### src/rtl/uart_rx_edge_sampler.sv
// Oversampling front-end of the UART receiver: per-bit edge counter, per-frame
// bit counter and a three-point mid-bit majority sampler with a done strobe.
module uart_rx_edge_sampler #(
   parameter int PRESCALE_W = 6
) (
   input  logic                  clk,
   input  logic                  rst,
   input  logic                  RX_IN,
   input  logic [PRESCALE_W-1:0] Prescale,
   input  logic                  counter_enable,
   input  logic                  data_sample_en,
   output logic [PRESCALE_W-1:0] edge_count,
   output logic [3:0]            bit_count,
   output logic                  sampled_bit,
   output logic                  sample_done
);

   localparam logic [PRESCALE_W-1:0] P_MIN   = PRESCALE_W'(6);
   localparam logic [3:0]            BIT_MAX = 4'd15;

   logic [PRESCALE_W-1:0] p_q, p_d;
   logic [PRESCALE_W-1:0] edge_q, edge_d;
   logic [3:0]            bit_q, bit_d;
   logic                  s0_q, s0_d;
   logic                  s1_q, s1_d;
   logic                  v0_q, v0_d;
   logic                  v1_q, v1_d;
   logic                  sampled_q, sampled_d;
   logic                  done_q, done_d;

   logic [PRESCALE_W-1:0] prescale_even;
   logic [PRESCALE_W-1:0] prescale_legal;
   logic [PRESCALE_W-1:0] half;
   logic [PRESCALE_W-1:0] last_edge;
   logic                  at_wrap;
   logic                  at_cap0;
   logic                  at_cap1;
   logic                  at_cap2;
   logic                  capture_en;
   logic                  majority;

   // Odd ratios are rounded down and tiny ones raised so the H-1..H+2 window fits in a bit.
   assign prescale_even  = {Prescale[PRESCALE_W-1:1], 1'b0};
   assign prescale_legal = (prescale_even < P_MIN) ? P_MIN : prescale_even;

   assign half       = {1'b0, p_q[PRESCALE_W-1:1]};
   assign last_edge  = p_q - PRESCALE_W'(1);
   assign at_wrap    = (edge_q == last_edge);
   assign at_cap0    = (edge_q == half - PRESCALE_W'(1));
   assign at_cap1    = (edge_q == half);
   assign at_cap2    = (edge_q == half + PRESCALE_W'(1));
   assign capture_en = counter_enable & data_sample_en;
   assign majority   = (s0_q & s1_q) | (s0_q & RX_IN) | (s1_q & RX_IN);

   always_comb begin
      // NOTE: every always_comb output gets a default first; a missed branch would otherwise infer a latch.
      p_d       = p_q;
      edge_d    = edge_q;
      bit_d     = bit_q;
      s0_d      = s0_q;
      s1_d      = s1_q;
      v0_d      = v0_q;
      v1_d      = v1_q;
      sampled_d = sampled_q;
      done_d    = 1'b0;

      if (!counter_enable) begin
         p_d    = prescale_legal;
         edge_d = '0;
         bit_d  = '0;
         s0_d   = 1'b0;
         s1_d   = 1'b0;
         v0_d   = 1'b0;
         v1_d   = 1'b0;
      end else begin
         if (at_wrap) begin
            edge_d = '0;
            if (bit_q != BIT_MAX) begin
               bit_d = bit_q + 4'd1;
            end
         end else begin
            edge_d = edge_q + PRESCALE_W'(1);
         end

         // v0/v1 remember that the earlier captures of this bit were actually taken.
         if (at_cap0) begin
            s0_d = RX_IN;
            v0_d = data_sample_en;
         end
         if (at_cap1) begin
            s1_d = RX_IN;
            v1_d = v0_q & data_sample_en;
         end
         if (at_cap2 && capture_en && v1_q) begin
            sampled_d = majority;
            done_d    = 1'b1;
         end
         if (at_cap2) begin
            v0_d = 1'b0;
            v1_d = 1'b0;
         end
      end
   end

   // NOTE: sequential state uses non-blocking assignments only, so every register samples pre-edge values.
   always_ff @(posedge clk or posedge rst) begin
      if (rst) begin
         p_q       <= P_MIN;
         edge_q    <= '0;
         bit_q     <= '0;
         s0_q      <= 1'b0;
         s1_q      <= 1'b0;
         v0_q      <= 1'b0;
         v1_q      <= 1'b0;
         sampled_q <= 1'b1;
         done_q    <= 1'b0;
      end else begin
         p_q       <= p_d;
         edge_q    <= edge_d;
         bit_q     <= bit_d;
         s0_q      <= s0_d;
         s1_q      <= s1_d;
         v0_q      <= v0_d;
         v1_q      <= v1_d;
         sampled_q <= sampled_d;
         done_q    <= done_d;
      end
   end

   assign edge_count  = edge_q;
   assign bit_count   = bit_q;
   assign sampled_bit = sampled_q;
   assign sample_done = done_q;

endmodule

### config.mk
export PLATFORM = sky130hd
export DESIGN_NAME = uart_rx_edge_sampler
export DESIGN_NICKNAME = d
export VERILOG_FILES = /design/src/rtl/uart_rx_edge_sampler.sv
export SDC_FILE = /design/constraint.sdc
export NUM_CORES = 1
export LEC_CHECK = 0
export ABC_AREA = 1
export CORE_ASPECT_RATIO = 1.5
export CORE_MARGIN = 2
export CORE_UTILIZATION = 58
export CTS_CLUSTER_DIAMETER = 150
export DETAILED_ROUTE_END_ITERATION = 7
export PLACE_DENSITY = 0.85
export SYNTH_ARGS = -nofsm -noshare
export SYNTH_HDL_FRONTEND = slang
export SYNTH_SLANG_ARGS = --single-unit
### constraint.sdc
create_clock -name clk -period 3.6 [get_ports clk]
set_clock_uncertainty 0.05 [all_clocks]
set_input_delay 0.9 -clock clk [delete_from_list [all_inputs] [get_ports clk]]
set_output_delay 0.9 -clock clk [all_outputs]
set_load 0.005 [all_outputs]
==> flow_summary.json <==
{
  "hold_ws_ns": 0.447,
  "power-per-cell-area_mw_per_mm2": 311,
  "path_clk_slew_ns": 0.11,
  "ir_worst_vdd_v": 0.000246,
  "drt-total-wl_um": 3280,
  "intPower_w": 0.000364,
  "layout-drive-gt1-share_pct": 10.1,
  "startpoint_type": "flip-flop",
  "antenna_found_initial": 0,
  "grt_pass1_wl_um": 5830,
  "hold-path-cell-count": 2,
  "htree_num_levels": 1,
  "finalCritPeriodShare_pct": 65.0,
  "crit_fanout": 7,
  "drt-initial-drc-count": 20,
  "portBuffers": 21,
  "cts_made_buffers": 3,
  "yosysSeqAreaShare_pct": 34.6,
  "initial_core_util_pct": 61.8,
  "drtPass1Iterations": 4,
  "die_y_um": 66.9,
  "via_per_inst": 5.50,
  "drc_errors": 0,
  "synth.cell_area_mm2": 0.00153,
  "dp.final_hpwl_um": 2640,
  "die-area_mm2": 0.00307,
  "synth_cell_types": 26,
  "hp-start": "s0_q$_DFFE_PP0P_",
  "p_leak_nw": 0.936,
  "vias": 1491,
  "relSlewSlack_pct": 48.4,
  "ios": 23,
  "worstSetupPathType": "flip-flop to primary output",
  "combPwrFrac_pct": 29.0,
  "maxCapViolations": 0,
  "root_buffer": "clkbuf_4",
  "slew_violations": 0,
  "clock_latency_ns": 0.30,
  "ys_ff_latch": 21,
  "area_delta_synth_final_pct": 15.2,
  "clkPwrFrac_pct": 20.0,
  "syn_nets": 242,
  "critPathMaxStageDelay_ns": 0.58,
  "crit_path_start": "edge_count[0]$_DFF_PP0_",
  "die_width_um": 45.9,
  "tightestPinTransition_ns": 0.772,
  "route.detailed.wl_per_inst_um": 12.1,
  "rsz0062_at_grt": "false",
  "post_cts_buffers": 0,
  "p_switching_w": 0.000184,
  "grt.overflow.total": 0,
  "synth_cells": 227,
  "layout_min_cycle_time_ns": 2.34,
  "ant_nets": 0,
  "place.gp.congestion": 0.942,
  "end_kind": "primary output",
  "synth.avg_cell_area_um2": 6.74,
  "antenna_cells": 0,
  "rrSetupSlack_ns": 1.60,
  "whs_endpoint": "s0_q$_DFFE_PP0P_",
  "cts.path.max_buffers": 2,
  "hold_viol": 0,
  "crit_chain": "clkdlybuf4s50_1",
  "critPathRequiredTime_ns": 2.65,
  "setup_viol": 0,
  "status": "finished, final reports clean",
  "gr-usage-all-layers_pct": 25.4,
  "r2r_cells": 10,
  "r2r-start": "p_q[1]$_DFFE_PP1N_",
  "regToRegEndpoint": "bit_count[1]$_DFFE_PP0P_",
  "path_delay_family": "buffers and inverters",
  "grt_max_degree": 22,
  "finalSetupTns_ns": 0,
  "clkSinkCount": 21,
  "hold_class": "flip-flop to flip-flop",
  "cts_tree": "done",
  "layout.nets": 263,
  "grt_pass1_vias": 1413,
  "slowest_stage": "clkdlybuf4s50_1",
  "synth-warning-count": 0,
  "clock.fmax_ghz": 0.428,
  "path_buf_inv": 1,
  "p_sw_share_pct": 33.6,
  "pwr-share-seq_pct": 50.9,
  "cts_hold_buffers": 0,
  "cp.arrival_ns": 1.39,
  "core_mm2": 0.00248,
  "rows": 22,
  "cts.repair.resized": 0
}
kinds of logic (layout without fill, tap and decap cells):
group,Yosys count,in the layout,synth area share (%)
buffers and inverters,36,56,10.1
xor gates and xnor gates,8,8,4.58
and+or+nand+nor,141,141,41.5
DFF,21,21,34.6
AOI/OAI and AO/OA,16,16,5.40
adders and majority gates,5,5,3.92
sequential cells by signal, indices dropped and copies added (netlist names):
register / cells
s0_q: 1
bit_count: 4
v0_q: 1
v1_q: 1
edge_count: 6
sampled_bit: 1
s1_q: 1
sample_done: 1
p_q: 5
synth_stat cells:
master    instances  share of area [%]
nand2_1          71                 17
nand3_1          30                9.8
inv_1            24                5.9
nor2_1           23                5.6
dfrtp_1          18                 29
o21ai_0           8                2.6
inv_2             6                1.5
xor2_1            6                3.4
a21oi_1           4                1.3
ha_1              4                3.3
nor2_2            4                1.6
buf_4             3                1.5
dfstp_2           3                5.2
nand3_2           3                2.0
o21ai_1           3               0.98
clkbuf_1          2               0.49
nand2_2           2               0.82
nand4_1           2               0.82
nor2_4            2                1.5
nor3_1            2               0.65
xnor2_1           2                1.1
a21boi_0          1               0.49
buf_6             1               0.74
maj3_1            1               0.65
nand2_4           1               0.74
nand3b_1          1               0.49
cell usage in the layout, fill, tap and decap left out:
| cell type | count |
|---|---|
| nand2_1 | 71 |
| nand3_1 | 30 |
| inv_1 | 24 |
| nor2_1 | 23 |
| clkdlybuf4s50_1 | 21 |
| dfrtp_1 | 18 |
| o21ai_0 | 8 |
| inv_2 | 6 |
| xor2_1 | 6 |
| nor2_2 | 4 |
| a21oi_1 | 4 |
| ha_1 | 4 |
| nand3_2 | 3 |
| o21ai_1 | 3 |
| clkbuf_4 | 3 |
| dfstp_2 | 3 |
| nand2_2 | 2 |
| nand4_1 | 2 |
| nor3_1 | 2 |
| xnor2_1 | 2 |
| nor2_4 | 2 |
| nand3b_1 | 1 |
| nand2_4 | 1 |
| maj3_1 | 1 |
| a21boi_0 | 1 |
| clkbuf_1 | 1 |
| buf_4 | 1 |
layer usage:
layer  vias up  part of all wire (%)  track usage [%]
li1        755                     -                -
met1       697                    42             30.3
met2        31                    52             43.2
met3         8                   4.0             2.98
met4         0                   2.0             12.5
met5         -                     0                0
stage by stage:
step	setup slack (ns)	cell area (µm²)	cells	utilization (%)	total power [W]
6_report	1.26	1760	271	71.2	0.000548
5_1_grt	1.20	1760	271	71.2	0.000588
4_1_cts	1.26	1760	271	71.2	0.000552
3_5_place_dp	1.25	1740	267	70.1	0.000443
3_3_place_gp	1.33	1740	267	70.1	0.000437
2_1_floorplan	1.77	1530	227	-	0.000394
area by class of cell:
class / instances / area (µm²)
clock buffers: 4 / 26.3
flip-flops and latches: 21 / 529
inverters: 30 / 113
fillers: 221 / 714
well taps: 24 / 30.0
multi-input cells: 170 / 847
repair buffers: 22 / 218
power by group through the flow:
stage	sequential (W)	combinational [W]	clock, W
5_1_grt	0.000282	0.000182	0.000124
4_1_cts	0.000279	0.000160	0.000113
3_3_place_gp	0.000283	0.000154	0
2_1_floorplan	0.000271	0.000123	0
6_report	0.000279	0.000159	0.000110
3_5_place_dp	0.000283	0.000159	0
worst max-delay path by stage:
stage	cells past startpoint	slack, ns	to
after CTS	1	1.26	edge_count[0]
after floorplan	9	1.77	v1_q$_DFFE_PP0P_
after global routing	1	1.20	edge_count[2]
after detailed placement	6	1.25	bit_count[2]$_DFFE_PP0P_
after global placement	6	1.33	bit_count[2]$_DFFE_PP0P_
final	1	1.26	edge_count[0]
Note: power is estimated with default switching activity, not from simulation.
